===== src/rtl/isa_pkg.sv =====
// Shared ISA definitions for the instruction encoder: opcodes, instruction
// types, program memory geometry and the encoder FSM state type.
package isa_pkg;

   localparam int PROG_DEPTH = 1024;
   localparam int PROG_AW    = 10;

   typedef enum logic [3:0] {
      LI, LD, ST, ADD, SUB, XOR, OR, AND, JMP, BEQ, BLT, BGT, LSL, LSR
   } opcode_e;

   typedef enum logic {
      ITYPE_RUN = 1'b0,
      ITYPE_PUT = 1'b1
   } itype_e;

   typedef enum logic [1:0] {
      S_IDLE, S_LOAD, S_DONE, S_ERR
   } state_e;

   typedef struct packed {
      logic       kind;
      logic [3:0] op;
      logic [7:0] field;
   } enc_req_t;

endpackage


===== src/rtl/instr_encoder_if.sv =====
// Request/write bus of the instruction encoder. The chk signal exists only
// when ENCODER_CHECKSUM_EN is defined.
interface instr_encoder_if;
   import isa_pkg::*;

   logic               start;
   logic               finish;
   logic               in_valid;
   logic               in_ready;
   logic               in_kind;
   logic [3:0]         in_op;
   logic [7:0]         in_field;
   logic               wr_en;
   logic [PROG_AW-1:0] wr_addr;
   logic [8:0]         wr_data;
   logic               busy;
   logic               done;
   logic               err;
   logic [PROG_AW:0]   count;
`ifdef ENCODER_CHECKSUM_EN
   logic [8:0]         chk;

   modport master (
      output start, finish, in_valid, in_kind, in_op, in_field,
      input  in_ready, wr_en, wr_addr, wr_data, busy, done, err, count, chk
   );
   modport slave (
      input  start, finish, in_valid, in_kind, in_op, in_field,
      output in_ready, wr_en, wr_addr, wr_data, busy, done, err, count, chk
   );
`else
   modport master (
      output start, finish, in_valid, in_kind, in_op, in_field,
      input  in_ready, wr_en, wr_addr, wr_data, busy, done, err, count
   );
   modport slave (
      input  start, finish, in_valid, in_kind, in_op, in_field,
      output in_ready, wr_en, wr_addr, wr_data, busy, done, err, count
   );
`endif
endinterface


===== src/rtl/instr_pack.sv =====
// Combinational instruction word packing and legality check.
module instr_pack
   import isa_pkg::*;
(
   input  enc_req_t   req,
   output logic [8:0] word,
   output logic       legal
);

   always_comb begin
      word  = '0;
      legal = 1'b0;
      if (req.kind == ITYPE_PUT) begin
         word  = {req.field, 1'b1};
         legal = 1'b1;
      end else begin
         // Run words carry only a 4-bit register index; a wider field is illegal.
         word  = {req.field[3:0], req.op, 1'b0};
         legal = (req.op <= LSR) && (req.field[7:4] == 4'd0);
      end
   end

endmodule


===== src/rtl/instr_encoder.sv =====
// Program loader: encodes requests into 9-bit words and streams them into
// instruction memory. Define ENCODER_CHECKSUM_EN to add the chk XOR output.
module instr_encoder
   import isa_pkg::*;
(
   input logic           clk,
   input logic           rst_n,
   instr_encoder_if.slave bus
);

   localparam logic [PROG_AW:0]   LAST_CNT  = (PROG_AW+1)'(PROG_DEPTH-1);
   localparam logic [PROG_AW-1:0] LAST_ADDR = PROG_AW'(PROG_DEPTH-1);

   state_e     state, nxt;
   enc_req_t   req;
   logic [8:0] word;
   logic       legal;
   logic       rdy, accept, wr_ok;

   assign req    = '{kind: bus.in_kind, op: bus.in_op, field: bus.in_field};
   assign accept = bus.in_valid && rdy;
   assign wr_ok  = accept && legal;

   instr_pack u_pack (
      .req   (req),
      .word  (word),
      .legal (legal)
   );

   always_ff @(posedge clk or negedge rst_n) begin
      if (!rst_n) state <= S_IDLE;
      else        state <= nxt;
   end

   always_comb begin
      nxt = state;
      if (bus.start)
         nxt = S_LOAD;
      else if (state == S_LOAD) begin
         if (bus.finish)
            nxt = S_DONE;
         else if (accept && !legal)
            nxt = S_ERR;
         else if (accept && bus.count == LAST_CNT)
            nxt = S_DONE;
      end
   end

   always_comb begin
      rdy      = (state == S_LOAD) && !bus.start && !bus.finish;
      bus.busy = (state == S_LOAD);
      bus.done = (state == S_DONE);
      bus.err  = (state == S_ERR);
   end

   assign bus.in_ready = rdy;

   // wr_addr is the write pointer: it shows the address during the write
   // cycle, then advances, holding at the last location instead of wrapping.
   always_ff @(posedge clk or negedge rst_n) begin
      if (!rst_n) begin
         bus.wr_en   <= 1'b0;
         bus.wr_data <= '0;
         bus.wr_addr <= '0;
         bus.count   <= '0;
      end else begin
         bus.wr_en <= wr_ok;
         if (wr_ok) bus.wr_data <= word;
         if (bus.start) begin
            bus.wr_addr <= '0;
            bus.count   <= '0;
         end else begin
            if (bus.wr_en && bus.wr_addr != LAST_ADDR)
               bus.wr_addr <= bus.wr_addr + PROG_AW'(1);
            if (wr_ok)
               bus.count <= bus.count + (PROG_AW+1)'(1);
         end
      end
   end

`ifdef ENCODER_CHECKSUM_EN
   always_ff @(posedge clk or negedge rst_n) begin
      if (!rst_n)        bus.chk <= '0;
      else if (bus.start) bus.chk <= '0;
      else if (wr_ok)    bus.chk <= bus.chk ^ word;
   end
`endif

endmodule

===== src/flat_wrapper.sv =====
// flat-port wrapper written by rule: the top's interface ports become plain ports
module instr_encoder_flat import isa_pkg::*;
  (clk, rst_n, bus_start, bus_finish, bus_in_valid, bus_in_kind, bus_in_op, bus_in_field, bus_in_ready, bus_wr_en, bus_wr_addr, bus_wr_data, bus_busy, bus_done, bus_err, bus_count);
  instr_encoder_if bus_i ();
  input logic clk;
  input logic rst_n;
  input wire logic [$bits(bus_i.start)-1:0] bus_start;
  input wire logic [$bits(bus_i.finish)-1:0] bus_finish;
  input wire logic [$bits(bus_i.in_valid)-1:0] bus_in_valid;
  input wire logic [$bits(bus_i.in_kind)-1:0] bus_in_kind;
  input wire logic [$bits(bus_i.in_op)-1:0] bus_in_op;
  input wire logic [$bits(bus_i.in_field)-1:0] bus_in_field;
  output wire logic [$bits(bus_i.in_ready)-1:0] bus_in_ready;
  output wire logic [$bits(bus_i.wr_en)-1:0] bus_wr_en;
  output wire logic [$bits(bus_i.wr_addr)-1:0] bus_wr_addr;
  output wire logic [$bits(bus_i.wr_data)-1:0] bus_wr_data;
  output wire logic [$bits(bus_i.busy)-1:0] bus_busy;
  output wire logic [$bits(bus_i.done)-1:0] bus_done;
  output wire logic [$bits(bus_i.err)-1:0] bus_err;
  output wire logic [$bits(bus_i.count)-1:0] bus_count;
  assign bus_i.start = bus_start;
  assign bus_i.finish = bus_finish;
  assign bus_i.in_valid = bus_in_valid;
  assign bus_i.in_kind = bus_in_kind;
  assign bus_i.in_op = bus_in_op;
  assign bus_i.in_field = bus_in_field;
  assign bus_in_ready = bus_i.in_ready;
  assign bus_wr_en = bus_i.wr_en;
  assign bus_wr_addr = bus_i.wr_addr;
  assign bus_wr_data = bus_i.wr_data;
  assign bus_busy = bus_i.busy;
  assign bus_done = bus_i.done;
  assign bus_err = bus_i.err;
  assign bus_count = bus_i.count;
  instr_encoder u_core (.clk(clk), .rst_n(rst_n), .bus(bus_i));
endmodule

===== config.mk =====
export PLATFORM = sky130hd
export DESIGN_NAME = instr_encoder_flat
export DESIGN_NICKNAME = d
export VERILOG_FILES = /design/src/rtl/isa_pkg.sv /design/src/rtl/instr_encoder_if.sv /design/src/rtl/instr_pack.sv /design/src/rtl/instr_encoder.sv /design/src/flat_wrapper.sv
export SDC_FILE = /design/constraint.sdc
export NUM_CORES = 1
export LEC_CHECK = 0
export CAP_MARGIN = 0
export CORE_MARGIN = 3
export CORE_UTILIZATION = 44
export CTS_BUF_LIST = sky130_fd_sc_hd__clkbuf_8
export DETAILED_ROUTE_END_ITERATION = 10
export PLACE_DENSITY = 0.86
export SLEW_MARGIN = 10
export SYNTH_ARGS = -nofsm -noshare
export SYNTH_HDL_FRONTEND = slang
export SYNTH_SLANG_ARGS = --single-unit

===== constraint.sdc =====
create_clock -name clk -period 1.55 [get_ports clk]
set_input_delay 0.31 -clock clk [delete_from_list [all_inputs] [get_ports clk]]
set_output_delay 0.31 -clock clk [all_outputs]
set_load 0.02 [all_outputs]

==> metrics.md, run 1 <==
| Metric | Value |
|---|---|
| Min Clock Period, post-route | `~1700 ps` |
| PortBufs | `52` |
| DRT iter0 DRCs | `between 150 and 200` |
| Main area contributors after synthesis | `dfrtp_1 (46%), a21oi_1 (6.7%), mux2i_1 (5.6%)` |
| Total CTS buffers | `5` |
| Setup tns final | `-708.3 ps` |
| Crit Path Max Fanout | `8` |
| DRT Wirelength | `between 5000 and 6000 um` |
| Routability cong. | `~0.85` |
| Crit Path Category | `register to register` |
| # setup viols final | `12` |
| Critical path launch point type | `register` |
| Yosys top cell area share | `~46%` |
| Hold Violations, Final | `0` |
| Via Count | `1786` |
| Synthesized area | `1784 um2` |
| Worst r2r src | `u_core.state[1]$_DFFE_PN0P_` |
| Site Rows | `22` |
| Sink Count | `33` |
| Post-synth EDFFs | `0` |
| Run status | `finished with violations` |
| Vias per std cell | `around 5.7` |
| Setup WS post-layout | `-159.7 ps` |
| Relative slew slack | `between 70% and 80%` |
| First-pass GRT wire length | `approximately 8400 um` |
| Root Driver | `clkbuf_8` |
| Ys Warns | `0` |
| Commonest non-fill, non-tap cells in the layout | `dlygate4sd2_1 (37), dfrtp_1 (32), buf_4 (27), a21oi_1 (21), nor2_1 (15)` |
| Pins Over Slew Limit | `0` |
| DRC Markers | `0` |
| CTS tree | `built` |
| CTS max path bufs | `2` |
| Crit path from | `u_core.state[1]$_DFFE_PN0P_` |
| Hold Slack | `around 410 ps` |
| Ant diodes | `0` |
| Die Span X | `69.68 um` |
| Total power | `approximately 2.2 mW` |
| Routed len/inst | `between 15 and 20 um` |
| Hold-fix buffers, CTS | `0` |
| Worst-Margin Slew | `442.1 ps` |
| Fmax | `approximately 580 MHz` |
| Synthesis-stage register bit count | `33` |
| Main synth FF type | `dfrtp_1` |
| Peak VDD IR | `roughly 0.6 mV` |
| Failing checks | `negative setup slack` |
| Post-route ant nets | `0` |
| Most common cell after layout, fill and taps aside | `dlygate4sd2_1` |
| Drt first pass iters | `4` |
| Post-DP HPWL | `between 3000 and 4000 um` |
| Async SR Flop Fraction | `100.0%` |
| Syn avg cell area | `10.02 um2` |
| Fin crit share | `110.3%` |
| Final #Nets | `284` |
| Critical Path RT | `1760 ps` |
| CP Capture Type | `register` |
| LEAKAGE | `1.368 nW` |
| Post-Syn Nets | `~200` |
| DR top layer | `met4` |
| Routed met1 length | `around 2300 um` |
| Initial antenna violation count | `0` |
| RSZ-0062 raised after global routing | `true` |
| H-tree levels | `2` |
| Area grow syn2layout | `58.63%` |
| Vias in the first global route | `~1700` |
| Synth cell types | `40` |
| Worst Hold Class | `input pin to asynchronous set/reset pin` |
| Worst-case clock skew | `between 10 and 15 ps` |
| Die height | `69.68 um` |
| GRT Overall Usage | `21.26%` |
| Layout cells sized above 1 | `~28%` |
| Utilization after layout | `approximately 75%` |
| Maximum Capacitance Violations | `0` |
| Clock slew at reported path FFs | `around 70 ps` |
| Pin count of the biggest net entering global routing | `34` |
| Pwr/cell area | `roughly 780 nW/um2` |
| Fill count | `roughly 280` |
| Multi-input logic area | `1077 um2` |
| Core Footprint | `between 3000 and 4000 um2` |
| Crit path arrival time | `around 1900 ps` |
| Die area | `4855 um2` |
| Ports | `between 50 and 60` |
| Routed wire length on met2 | `approximately 2700 um` |
| Initial core utilization | `between 40 and 50%` |
| Sequential share of the synthesized area | `between 40% and 50%` |
| Register area | `~830 um2` |
| Post-synth top area cell | `dfrtp_1` |
| Gr ovfl total | `0` |
| Post-Synthesis Cells | `about 180` |
| DR WL met3 | `between 200 and 300 um` |
| Worst-Skew Late Latency | `290 ps` |
==> power breakdown <==
group | total [mW] | switching (mW) | internal [mW]
combinational | 0.582 | 0.328 | 0.254
sequential | 0.998 | 0.0520 | 0.946
clock | 0.617 | 0.313 | 0.304
total | 2.20 | 0.693 | 1.50
==> final cells by class <==
type | instances | share of cell area [%]
timing repair buffer | 86 | 27.41
inverter | 2 | 0.2653
tap | 48 | 2.122
clock buffer | 5 | 2.431
clock inverter | 3 | 0.4863
multi-input combinational | 136 | 38.06
sequential | 33 | 29.22
==> kinds of logic after synthesis <==
logic type               synth area share, %
adder cells (fa/ha/maj)                1.402
AND/OR/NAND/NOR                        22.44
AO/OA/AOI/OAI                          16.55
buffers and inverters                  3.085
multiplexers                           8.766
XOR/XNOR                               1.473
flip-flops                             46.28
==> registers in the layout, indices dropped and copies added, names as in the netlist <==
register	cells
u_core.bus.count	11
u_core.state	2
u_core.bus.wr_addr	10
u_core.bus.wr_data	9
u_core.bus.wr_en	1
==> worst max-delay path, stage by stage, from the launching register on <==
cell and delay (ps):
dfrtp_1 410, nor4b_4 300, buf_6 180, nand2_8 90, or4_1 480, a21oi_2 170
==> metrics by stage <==
step,instances,setup slack [ps],cell area (um2)
floorplan,178,-228.6,1802
global placement,293,-565.7,2525
detailed placement,293,-671.5,2525
CTS,309,-52.38,2728
global route,313,-220.8,2830
finish,313,-159.7,2830
==> routing by layer <==
layer	track usage, %	up-vias
li1	-	838
met5	0	-
met4	6.383	0
met3	4.058	9
met1	28.15	880
met2	35.28	59
==> synth_stat cells, drive strengths merged, types with 3 or more instances <==
library cell / n
nand2: 6
and3: 5
mux2i: 10
nand3: 10
xor2: 3
nor2: 16
o21ai: 8
nor4: 4
or4: 5
dfrtp: 33
nand4: 3
o31ai: 5
a21oi: 25
or3: 3
buf: 7
mux2: 5
nor2b: 7
==> path summary, 6_finish.rpt <==
kind / to / slack [ps] / cells after the start
min in group clk: u_core.bus.wr_data[4]$_DFFE_PN0P_ / 450 / 3
max: u_core.bus.count[6]$_DFFE_PN0P_ / -160 / 5
min reg2reg: u_core.bus.wr_data[0]$_DFFE_PN0P_ / 520 / 1
max in group asynchronous: u_core.bus.wr_addr[0]$_DFFE_PN0P_ / 950 / 2
max reg2reg: u_core.bus.count[6]$_DFFE_PN0P_ / -160 / 5
min: u_core.bus.wr_addr[6]$_DFFE_PN0P_ / 410 / 2
==> timing repair <==
action | in CTS | in global routing
endpoints found under the setup margin | 58 | 26
pin swaps | 6 | 5
gates cloned | 2 | 2
buffers inserted | 6 | 2
resized for setup | 72 | 23
Power figures use the tool's default switching activity.
==> inputs of run 2 (changes only) <==
CAP_MARGIN = not set   (was 0)
SYNTH_HIERARCHICAL = 1   (was not set)
==> run 2 against run 1 <==
Effect of this change: the flow still finishes with violations (negative setup slack); sequential power about the same; synthesized area decreased by 0.21%; flip-flop and latch count unchanged; critical endpoint is now u_core/bus.count[7]$_DFFE_PN0P_; largest cell class unchanged.
==> metrics.md, run 2 <==
| Metric | Value |
|---|---|
| CTS max path bufs | `2 (unchanged)` |
| Xor and xnor fraction of the mapped netlist area | `3.935% (was 1.473%)` |
| Gr ovfl total | `0 (unchanged)` |
| Main synth FF type | `dfrtp_1 (unchanged)` |
| Worst-Skew Late Latency | `300 ps (was 290 ps)` |
| Post-Synthesis Cells | `171 (was 178)` |
| Via Count | `1766 (was 1786)` |
| Setup tns final | `-3226 ps (was -708.3 ps)` |
| Die Span X | `69.61 um (was 69.68 um)` |
| Clock slew at reported path FFs | `80 ps (was 70 ps)` |
| Run status | `finished with violations (unchanged)` |
| DRC Markers | `0 (unchanged)` |
| Simple logic cell fraction of the synthesized area | `21.15% (was 22.44%)` |
| Utilization after layout | `76.01% (was 75.05%)` |
| Main area contributors after synthesis | `dfrtp_1 (46%), mux2_4 (6.7%), mux2_2 (6.3%) (was dfrtp_1 (46%), a21oi_1 (6.7%), mux2i_1 (5.6%))` |
| Crit path arrival time | `2080 ps (was 1920 ps)` |
| Critical path launch point type | `register (unchanged)` |
| Vias in the first global route | `1719 (was 1706)` |
| Routed len/inst | `17.45 um (was 17.11 um)` |
| Most common cell after layout, fill and taps aside | `dlygate4sd2_1 (unchanged)` |
| Pre-CTS WS | `-909.5 ps (was -671.5 ps)` |
| Worst-case clock skew | `9.085 ps (was 10.16 ps)` |
| Final std cells w/o fill | `309 (was 313)` |
| Fin crit share | `120.0% (was 110.3%)` |
| Yosys top cell area share | `46.38% (was 46.28%)` |
| Die area | `4846 um2 (was 4855 um2)` |
| Fmax | `537.4 MHz (was 584.9 MHz)` |
| Syn avg cell area | `10.41 um2 (was 10.02 um2)` |
| Worst R2R Path Depth | `4 (was 5)` |
| DRT iter0 DRCs | `126 (was 171)` |
| # setup viols final | `20 (was 12)` |
| Pins Over Slew Limit | `0 (unchanged)` |
| Min Clock Period, post-route | `1861 ps (was 1710 ps)` |
| First-pass GRT wire length | `7803 um (was 8369 um)` |
| Commonest non-fill, non-tap cells in the layout | `dlygate4sd2_1 (35), buf_4 (34), dfrtp_1 (25), mux2_4 (17), nor2_1 (13) (was dlygate4sd2_1 (37), dfrtp_1 (32), buf_4 (27), a21oi_1 (21), nor2_1 (15))` |
| Crit Path Category | `register to register (unchanged)` |
| Layout cells sized above 1 | `42.15% (was 28.30%)` |
| H-tree levels | `2 (unchanged)` |
| FF-to-FF setup slack | `-310 ps (was -160 ps)` |
| Mux cell area share after synthesis | `14.20% (was 8.766%)` |
| Largest family of logic cells by synthesized area | `simple AND/OR/NAND/NOR gates (unchanged)` |
| Ports | `53 (unchanged)` |
| Registers with the most flip-flops | `u_core/bus.count (11), u_core/bus.wr_addr (10), u_core/bus.wr_data (9) (was u_core.bus.count (11), u_core.bus.wr_addr (10), u_core.bus.wr_data (9))` |
| Vias per std cell | `5.715 (was 5.706)` |
| Maximum Capacitance Violations | `0 (unchanged)` |
| Peak VDD IR | `0.6176 mV (was 0.6039 mV)` |
| Synth Area in Compound Gates | `9.206% (was 16.55%)` |
| Core Footprint | `3771 um2 (unchanged)` |
| Post-route ant nets | `0 (unchanged)` |
| Initial antenna violation count | `0 (unchanged)` |
| Placed cells | `289 (was 293)` |
| Worst Hold Endpoint | `u_core/bus.wr_data[7]$_DFFE_PN0P_` |
| Worst r2r src | `u_core/state[1]$_DFFE_PN0P_ (was u_core.state[1]$_DFFE_PN0P_)` |
| Failing checks | `negative setup slack (unchanged)` |
| RSZ-0062 raised after global routing | `true (unchanged)` |
| DRT Wirelength | `5391 um (was 5356 um)` |
| Synthesized area | `1780 um2 (was 1784 um2)` |
| Pin count of the biggest net entering global routing | `34 (unchanged)` |
| Setup WS post-layout | `-310.7 ps (was -159.7 ps)` |
| Max FFs per register | `11 (unchanged)` |
| Synth cell types | `36 (was 40)` |
| Hold wc startpoint | `bus_in_field[6]` |
| Site Rows | `22 (unchanged)` |
| PortBufs | `52 (unchanged)` |
| Synthesis-stage register bit count | `33 (unchanged)` |
| Worst Hold Class | `input pin to register (was input pin to asynchronous set/reset pin)` |
| Fill count | `249 (was 277)` |
| Async SR Flop Fraction | `100.0% (unchanged)` |
| Ant diodes | `0 (unchanged)` |
| Hold-fix buffers, CTS | `0 (unchanged)` |
| Sink Count | `33 (unchanged)` |
| Hold Violations, Final | `0 (unchanged)` |
| Crit Path Max Fanout | `4 (was 8)` |
| Sequential share of the synthesized area | `46.38% (was 46.28%)` |
| Initial core utilization | `47.21% (was 47.31%)` |
| Post-DP HPWL | `3401 um (was 3342 um)` |
| Total CTS buffers | `5 (unchanged)` |
| Critical Path RT | `1770 ps (was 1760 ps)` |
| Die height | `69.61 um (was 69.68 um)` |
| Root Driver | `clkbuf_8 (unchanged)` |
| Post-synth top area cell | `dfrtp_1 (unchanged)` |
| Hold-critical path depth | `3` |
| GRT Overall Usage | `20.28% (was 21.26%)` |
| Most common cell in the netlist | `dfrtp_1 (unchanged)` |
| CTS tree | `built (unchanged)` |
| Reg2reg end | `u_core/bus.count[7]$_DFFE_PN0P_ (was u_core.bus.count[6]$_DFFE_PN0P_)` |
| CP Capture Type | `register (unchanged)` |
| Worst-Margin Slew | `412.9 ps (was 442.1 ps)` |
| Area grow syn2layout | `61.00% (was 58.63%)` |
| Top cells by count, synth | `dfrtp_1 (33), nor2_1 (14), a21oi_1 (11), nand3_1 (11), mux2_2 (10) (was dfrtp_1 (33), a21oi_1 (24), nor2_1 (16))` |
| Post-Syn Nets | `191 (was 198)` |
| Drt first pass iters | `4 (unchanged)` |
| Adder-cell share of the synthesized area | `1.405% (was 1.403%)` |
| Relative slew slack | `72.22% (was 70.44%)` |
| Pwr/cell area | `782.8 nW/um2 (was 776.4 nW/um2)` |
| Final #Nets | `280 (was 284)` |
| LEAKAGE | `1.340 nW (was 1.368 nW)` |
| Routability cong. | `0.8918 (was 0.8521)` |
| Post-synth EDFFs | `0 (unchanged)` |
| Largest reg by FF count | `u_core/bus.count (was u_core.bus.count)` |
| Ys Warns | `6 (was 0)` |
## run 2: cell count changes in the layout (fill, tap and decap cells not counted), moves of 5 or more
| cell | delta |
|---|---|
| a21oi_1 | -12 |
| dfrtp_1 | -7 |
| buf_4 | +7 |
| mux2_4 | +14 |
| dfrtp_2 | +7 |
| xnor2_1 | +5 |
| nor2b_1 | -5 |
| mux2i_1 | -8 |
## run 2: cell families after synthesis
logic type                 after synthesis
and+or+nand+nor                         70
DFF                                     33
AOI/OAI and AO/OA                       26
muxes                                   20
buffers and inverters                   12
xor gates and xnor gates                 8
adders and majority gates                2
## run 2: stage by stage
step	cell area [um2]	power [mW]	hold WS [ps]
2_1_floorplan	1884	1.319	14.41
3_3_place_gp	2597	1.612	500.8
5_1_grt	2867	2.330	374.3
6_report	2867	2.244	374.5
3_5_place_dp	2597	1.632	494.8
4_1_cts	2730	2.216	387.1
## run 2: layout make-up
type / instances / area [um2] / area share [%]
multi-input combinational: 126 / 1081 / 37.71
sequential: 33 / 835.8 / 29.16
timing repair buffer: 89 / 764.5 / 26.67
clock buffer: 5 / 68.82 / 2.401
tap: 48 / 60.06 / 2.095
inverter: 4 / 27.53 / 0.9603
clock inverter: 3 / 17.52 / 0.6111
timing repair inverter: 1 / 11.26 / 0.3928
## run 2: routing by layer
layer	up-vias	GRT usage (%)	part of all wire (%)
li1	809	-	-
met1	854	22.94	38
met2	90	35.59	52
met3	13	4.493	7.4
met4	0	10.43	2.0
met5	-	0	0
## run 2: worst max-delay path by stage
stage	start	to	slack, ps	cells past startpoint
2_1_floorplan	bus_in_field[4]	u_core/bus.count[7]$_DFFE_PN0P_	-370	6
3_3_place_gp	bus_in_field[4]	u_core/bus.count[7]$_DFFE_PN0P_	-840	7
3_5_place_dp	bus_in_field[4]	u_core/bus.count[7]$_DFFE_PN0P_	-910	7
4_1_cts	u_core/state[1]$_DFFE_PN0P_	u_core/bus.count[7]$_DFFE_PN0P_	-310	4
5_1_grt	u_core/state[1]$_DFFE_PN0P_	u_core/bus.count[7]$_DFFE_PN0P_	-330	4
6_report	u_core/state[1]$_DFFE_PN0P_	u_core/bus.count[7]$_DFFE_PN0P_	-310	4
## run 2: critical path: stages (launching register included)
cell and delay [ps]:
dfrtp_1 390, or3b_4 410, or3_4 360, or4_4 500, a21oi_2 130
## run 2: power breakdown
part / total [mW] / internal [mW] / switching, mW
logic: 0.584 / 0.300 / 0.283
clock network: 0.655 / 0.310 / 0.345
registers: 1.01 / 0.944 / 0.0606
total: 2.24 / 1.55 / 0.689
## run 2: repair_timing
action / 4_1_cts / 5_1_grt
pin swaps: 11 / 10
setup buffers: 5 / 7
endpoints found under the setup margin: 58 / 29
resized for setup: 82 / 33
endpoints found under the hold margin: 0 / 0
gates cloned: 1 / 0
==> inputs of run 3 (changes only) <==
CAP_MARGIN = 20   (was not set)
==> results of run 3 <==
No change in the layout: final DEF, timing and power equal those of run 2.
